<file path="config.mk">
export PLATFORM = sky130hd
export DESIGN_NAME = alu_share_arbiter_flat
export DESIGN_NICKNAME = d
export VERILOG_FILES = /design/src/rtl/alu_pkg.sv /design/src/rtl/alu_share_arbiter_if.sv /design/src/rtl/rr_arb2.sv /design/src/rtl/alu_share_arbiter.sv /design/src/flat_wrapper.sv
export SDC_FILE = /design/constraint.sdc
export NUM_CORES = 1
export LEC_CHECK = 0
export BUFFER_PORTS_ARGS = -buffer_cell sky130_fd_sc_hd__buf_2
export CAP_MARGIN = 20
export CORE_AREA = 2 2 234 236
export DETAILED_ROUTE_END_ITERATION = 8
export DIE_AREA = 0 0 236 238
export GPL_TIMING_DRIVEN = 0
export HOLD_SLACK_MARGIN = 0.1
export PLACE_DENSITY = 0.32
export SKIP_CTS_REPAIR_TIMING = 1
export SYNTH_ARGS = -nofsm -noshare
export SYNTH_HDL_FRONTEND = slang
export SYNTH_SLANG_ARGS = --single-unit
</file>
<file path="constraint.sdc">
create_clock -name clk -period 2.05 [get_ports clk]
set_input_delay 0.3075 -clock clk [delete_from_list [all_inputs] [get_ports clk]]
set_output_delay 0.3075 -clock clk [all_outputs]
set_load 0.02 [all_outputs]
</file>
<file path="src/rtl/alu_pkg.sv">
`default_nettype none
// ============================================================================
// Module   : alu_pkg
// Purpose  : Select codes, NZCV flag bit positions and requester id type
//            shared by the ALU arbiter and its clients.
// Revision : 1.0 - initial release
// ============================================================================
package alu_pkg;

    localparam logic [2:0] ALU_PASSB = 3'b000;
    localparam logic [2:0] ALU_ADD   = 3'b010;
    localparam logic [2:0] ALU_SUB   = 3'b011;
    localparam logic [2:0] ALU_AND   = 3'b100;
    localparam logic [2:0] ALU_OR    = 3'b101;
    localparam logic [2:0] ALU_XOR   = 3'b110;

    // Bit positions inside the {N,Z,C,V} flag register
    localparam int unsigned FLAG_N = 3;
    localparam int unsigned FLAG_Z = 2;
    localparam int unsigned FLAG_C = 1;
    localparam int unsigned FLAG_V = 0;

    // 0 = execute stage, 1 = address/branch-offset unit
    typedef logic req_id_t;

endpackage
`default_nettype wire

</file>
<file path="src/rtl/alu_share_arbiter_if.sv">
`default_nettype none
// ============================================================================
// Module   : alu_share_arbiter_if
// Purpose  : Request/response bundle between the two ALU clients and the
//            shared-ALU arbiter.
// Revision : 1.0 - initial release
// ============================================================================
interface alu_share_arbiter_if #(
    parameter int unsigned WIDTH = 64,
    parameter int unsigned SELW  = 3
);

    logic [1:0]                  req_valid;
    logic [1:0]                  req_ready;
    logic [1:0][WIDTH-1:0]       req_a;
    logic [1:0][WIDTH-1:0]       req_b;
    logic [1:0][SELW-1:0]        req_sel;
    logic [1:0]                  req_setf;
    logic [1:0]                  rsp_valid;
    logic [1:0]                  rsp_ready;
    logic [1:0][WIDTH-1:0]       rsp_result;

    modport master (
        output req_valid, req_a, req_b, req_sel, req_setf, rsp_ready,
        input  req_ready, rsp_valid, rsp_result
    );

    modport slave (
        input  req_valid, req_a, req_b, req_sel, req_setf, rsp_ready,
        output req_ready, rsp_valid, rsp_result
    );

endinterface
`default_nettype wire

</file>
<file path="src/rtl/rr_arb2.sv">
`default_nettype none
// ============================================================================
// Module   : rr_arb2
// Purpose  : Two-way round-robin arbiter; one-hot grant, remembers the last
//            winner so a tie goes to the other requester.
// Revision : 1.0 - initial release
// ============================================================================
module rr_arb2
    import alu_pkg::*;
(
    input  wire logic       clk,
    input  wire logic       rst,
    input  wire logic [1:0] i_eligible,
    output logic      [1:0] o_grant,
    output req_id_t         o_grant_id
);

    req_id_t r_last_grant;

    always_comb begin
        o_grant = 2'b00;
        unique case (i_eligible)
            2'b01:   o_grant = 2'b01;
            2'b10:   o_grant = 2'b10;
            2'b11:   o_grant = (r_last_grant == 1'b1) ? 2'b01 : 2'b10;
            default: o_grant = 2'b00;
        endcase
        o_grant_id = o_grant[1];
    end

    // Starts at 1 so requester 0 wins the first tie after reset
    always_ff @(posedge clk) begin
        if (rst) begin
            r_last_grant <= 1'b1;
        end else if (|o_grant) begin
            r_last_grant <= o_grant[1];
        end
    end

endmodule
`default_nettype wire

</file>
<file path="src/rtl/alu_share_arbiter.sv">
`default_nettype none
// ============================================================================
// Module   : alu_share_arbiter
// Purpose  : Shares one combinational ALU between two requesters, registers
//            each result into a per-requester slot and owns the NZCV flags.
// Revision : 1.0 - initial release
// ============================================================================
module alu_share_arbiter
    import alu_pkg::*;
#(
    parameter int unsigned WIDTH = 64,
    parameter int unsigned SELW  = 3
) (
    input  wire logic              clk,
    input  wire logic              reset,
    alu_share_arbiter_if.slave     bus,
    output logic      [WIDTH-1:0]  alu_a,
    output logic      [WIDTH-1:0]  alu_b,
    output logic      [SELW-1:0]   alu_sel,
    input  wire logic [WIDTH-1:0]  alu_result,
    input  wire logic              alu_n,
    input  wire logic              alu_z,
    input  wire logic              alu_v,
    input  wire logic              alu_c,
    output logic      [3:0]        flags
);

    logic [1:0]            w_eligible;
    logic [1:0]            w_grant;
    req_id_t               w_grant_id;
    logic [3:0]            w_flags_new;
    logic [1:0]            r_rsp_valid;
    logic [1:0][WIDTH-1:0] r_rsp_result;
    logic [3:0]            r_flags;

    // A full slot can take a new result in the same cycle it is drained;
    // nothing is accepted while reset is held so no request leaks through it.
    assign w_eligible = {2{~reset}} & bus.req_valid & (~r_rsp_valid | bus.rsp_ready);

    rr_arb2 u_arb (
        .clk        (clk),
        .rst        (reset),
        .i_eligible (w_eligible),
        .o_grant    (w_grant),
        .o_grant_id (w_grant_id)
    );

    assign bus.req_ready = w_grant;

    // Grant id is 0 when idle, so requester 0 drives the ALU by default
    assign alu_a   = bus.req_a[w_grant_id];
    assign alu_b   = bus.req_b[w_grant_id];
    assign alu_sel = bus.req_sel[w_grant_id];

    always_comb begin
        w_flags_new         = 4'b0000;
        w_flags_new[FLAG_N] = alu_n;
        w_flags_new[FLAG_Z] = alu_z;
        w_flags_new[FLAG_C] = alu_c;
        w_flags_new[FLAG_V] = alu_v;
    end

    always_ff @(posedge clk) begin
        if (reset) begin
            r_rsp_valid  <= '0;
            r_rsp_result <= '0;
        end else begin
            for (int i = 0; i < 2; i++) begin
                if (w_grant[i]) begin
                    r_rsp_valid[i]  <= 1'b1;
                    r_rsp_result[i] <= alu_result;
                end else if (r_rsp_valid[i] && bus.rsp_ready[i]) begin
                    r_rsp_valid[i]  <= 1'b0;
                end
            end
        end
    end

    always_ff @(posedge clk) begin
        if (reset) begin
            r_flags <= 4'b0000;
        end else if ((|w_grant) && bus.req_setf[w_grant_id]) begin
            r_flags <= w_flags_new;
        end
    end

    assign bus.rsp_valid  = r_rsp_valid;
    assign bus.rsp_result = r_rsp_result;
    assign flags          = r_flags;

endmodule
`default_nettype wire

</file>
<file path="src/flat_wrapper.sv">
// flat-port wrapper written by rule: the top's interface ports become plain ports
module alu_share_arbiter_flat import alu_pkg::*;
#(
    parameter int unsigned WIDTH = 64,
    parameter int unsigned SELW  = 3
)
  (clk, reset, alu_a, alu_b, alu_sel, alu_result, alu_n, alu_z, alu_v, alu_c, flags, bus_req_valid, bus_req_a, bus_req_b, bus_req_sel, bus_req_setf, bus_rsp_ready, bus_req_ready, bus_rsp_valid, bus_rsp_result);
  alu_share_arbiter_if #(.WIDTH(WIDTH), .SELW(SELW)) bus_i ();
  input  wire logic clk;
  input  wire logic reset;
  output logic      [WIDTH-1:0] alu_a;
  output logic      [WIDTH-1:0] alu_b;
  output logic      [SELW-1:0] alu_sel;
  input  wire logic [WIDTH-1:0] alu_result;
  input  wire logic alu_n;
  input  wire logic alu_z;
  input  wire logic alu_v;
  input  wire logic alu_c;
  output logic      [3:0] flags;
  input wire logic [$bits(bus_i.req_valid)-1:0] bus_req_valid;
  input wire logic [$bits(bus_i.req_a)-1:0] bus_req_a;
  input wire logic [$bits(bus_i.req_b)-1:0] bus_req_b;
  input wire logic [$bits(bus_i.req_sel)-1:0] bus_req_sel;
  input wire logic [$bits(bus_i.req_setf)-1:0] bus_req_setf;
  input wire logic [$bits(bus_i.rsp_ready)-1:0] bus_rsp_ready;
  output wire logic [$bits(bus_i.req_ready)-1:0] bus_req_ready;
  output wire logic [$bits(bus_i.rsp_valid)-1:0] bus_rsp_valid;
  output wire logic [$bits(bus_i.rsp_result)-1:0] bus_rsp_result;
  assign bus_i.req_valid = bus_req_valid;
  assign bus_i.req_a = bus_req_a;
  assign bus_i.req_b = bus_req_b;
  assign bus_i.req_sel = bus_req_sel;
  assign bus_i.req_setf = bus_req_setf;
  assign bus_i.rsp_ready = bus_rsp_ready;
  assign bus_req_ready = bus_i.req_ready;
  assign bus_rsp_valid = bus_i.rsp_valid;
  assign bus_rsp_result = bus_i.rsp_result;
  alu_share_arbiter #(.WIDTH(WIDTH), .SELW(SELW)) u_core (.clk(clk), .reset(reset), .bus(bus_i), .alu_a(alu_a), .alu_b(alu_b), .alu_sel(alu_sel), .alu_result(alu_result), .alu_n(alu_n), .alu_z(alu_z), .alu_v(alu_v), .alu_c(alu_c), .flags(flags));
endmodule
</file>
==> flow_summary.json <==
{
  "status": "finished with violations",
  "violations": "setup timing",
  "drc": 0,
  "path_class": "reg -> out",
  "synthTopCellsByArea": "dfxtp_1 41%, mux2_2 30%, nand2_1 7.8%",
  "fin_crit_sh": 1.26,
  "io_buffers": 604,
  "finalMaxSlewViolations": 0,
  "path_cells": "nor2b_4 -> nand2b_4 -> nor3_4 -> buf_12 -> buf_16 -> buf_12 -> mux2_2 -> buf_2",
  "place_ws_ns": -0.997,
  "critPathLaunch": "u_core.bus.rsp_valid[1]",
  "htree_levels": 4,
  "timing.fmax_mhz": 388,
  "clock_latency_ns": 0.44,
  "area_delta_synth_final_pct": 92.3,
  "p_switching_mw": 2.75,
  "cp.arrival_ns": 2.27,
  "grt_pass1_vias": 7343,
  "p_seq_frac": 0.331,
  "utilization": 0.236,
  "ys_warn_count": 0,
  "grt_usage": 0.138,
  "setup_ws_ns": -0.530,
  "crit_family": "buffers and inverters",
  "synth_top_family_by_area": "multiplexers",
  "rsz0062_at_grt": "yes",
  "cts_buffer_depth": 2,
  "clkSlewWorstSetupHoldPaths_ns": 0.07,
  "yosys.area.top_type": "dfxtp_1",
  "firstDrtPassIters": 5,
  "min_from": "alu_result[49]",
  "top_layer_used": "met5",
  "ys.flop_type": "dfxtp_1",
  "p_leak_nw": 6.15,
  "final_common_cell": "buf_2",
  "worst_ep_required_time_ns": 1.74,
  "synth-xor-area-share": 0,
  "dr_wl_met2_um": 22400,
  "crit_top_cell": "buf_12",
  "dieHeight_um": 238,
  "ir_drop_mv": 0.375,
  "grt_pass1_wl_um": 54600,
  "r2r-start": "u_core.bus.rsp_valid[1]",
  "fin_nets": 1658,
  "ys_ff_latch": 135,
  "mostFrequentLayoutCells": "531 x buf_2, 137 x nand2_1, 133 x dfxtp_1",
  "synth-simple-area-share": 0.149,
  "die-area_mm2": 0.0562,
  "synth_cells": 665,
  "synth_enable_flop_cells": 0,
  "crit_path_max_incr_delay_ns": 0.37,
  "cts_tree": "done",
  "fin_skew_ns": 0.0129,
  "path_buf_inv": 4,
  "grt_max_degree": 17,
  "antenna_found_initial": 23,
  "dr_wl_met3_um": 3630,
  "die_x_um": 236,
  "worst-slew-pin-transition_ns": 0.605,
  "max_slew_margin": 0.596,
  "syn_area_per_cell_um2": 9.86,
  "min_period_ns": 2.58,
  "finalHoldViolations": 0,
  "clock-root-buffer": "clkbuf_16",
  "path_max_fanout": 10,
  "synth_compound_area_frac": 0.0549,
  "drive_above_1_share": 0.674,
  "dp.final_hpwl_um": 35000,
  "start_kind": "flip-flop",
  "end_kind": "output pin",
  "p_comb_frac": 0.300,
  "power_density_mw_per_mm2": 687,
  "clock-sinks": 135,
  "cts_buffers": 17,
  "netlist-cell-type-count": 23,
  "routed-via-count": 7428,
  "initial_core_util": 0.123,
  "detail-route-antenna-nets": 0,
  "viasPerCell": 3.65,
  "synth_top_cell_area_share": 0.412,
  "cp_slowest_cell": "mux2_2",
  "setup_tns_ns": -61.35,
  "met1_length_um": 14700,
  "first_iter_violations": 159,
  "io_pins": 605,
  "seq_area_frac_synth": 0.412,
  "synthAdderAreaFrac": 0,
  "switching_share": 0.317,
  "rows": 85,
  "overflow": 0,
  "maxCapViolCount": 0,
  "clockPowerShare": 0.369,
  "synth_nets": 1003,
  "coreArea_mm2": 0.0535,
  "netlist_area_mm2": 0.00656,
  "final-setup-viol-count": 132,
  "synthMuxAreaShare": 0.341,
  "p_int_mw": 5.91,
  "gp_congestion": 0.770,
  "hp-class": "in -> reg",
  "async_flop_share": 0,
  "wire_per_inst_um": 20.6,
  "drt-total-wl_um": 41900
}
-- final timing paths --
| path | slack (ns) | cells past startpoint | to |
|---|---|---|---|
| worst max-delay path | -0.53 | 8 | alu_b[6] |
| worst min-delay path | 0.11 | 2 | u_core.bus.rsp_result[113] |
| worst max register to register | 0.13 | 9 | u_core.bus.rsp_result[104] |
| worst min register to register | 0.45 | 2 | u_core.bus.rsp_result[2] |
-- logic make-up after synthesis --
family | after synthesis
buffers and inverters | 53
muxes | 199
AOI/OAI and AO/OA | 69
and+or+nand+nor | 209
DFF | 135
-- final cells by class --
type,instances,area [um^2]
inverter,3,11.3
clock buffer,18,439
timing repair buffer,636,4000
antenna,6,15.0
clock inverter,14,160
multi-input combinational,477,3920
sequential,135,2710
buffer,50,489
fill,5854,40900
tap,696,871
-- routing by layer --
layer / global-route usage / vias up
li1: - / 3583
met5: 0 / -
met4: 0.0456 / 14
met3: 0.0583 / 63
met2: 0.257 / 325
met1: 0.138 / 3443
-- per-stage QoR --
step | hold slack (ns) | std cells | instance area (um^2) | total power, mW
global placement | 0.442 | 1965 | 10500 | 5.09
finish | 0.105 | 2035 | 12600 | 8.66
CTS | 0.0740 | 1997 | 11100 | 8.37
global route | 0.101 | 2034 | 12600 | 9.06
floorplan | 0.441 | 665 | 6560 | 4.06
detailed placement | 0.445 | 1965 | 10500 | 5.09
-- cell usage after synthesis (2+ instances only) --
cell        n
mux2_2    174
a21oi_1    65
dfxtp_1   135
nand2_1   137
buf_1       3
clkbuf_1   12
buf_4      16
nor2b_1    65
inv_1       2
mux2i_1     4
buf_2      19
mux2_1     21
nand2b_1    2
-- registers in the layout (all words and copies together) (netlist names) --
signal                     cells
u_core.bus.rsp_result        128
u_core.bus.rsp_valid           2
u_core.u_arb.r_last_grant      1
u_core.flags                   4
-- power by group through the flow --
stage                     clock [mW]  combinational, mW  sequential (mW)
after floorplan                    0              0.935             3.13
after global placement             0               2.17             2.92
after detailed placement           0               2.17             2.92
after CTS                       3.33               2.18             2.87
after global routing            3.41               2.76             2.89
final                           3.19               2.60             2.87
No activity file was read; power rests on OpenSTA's default activity.
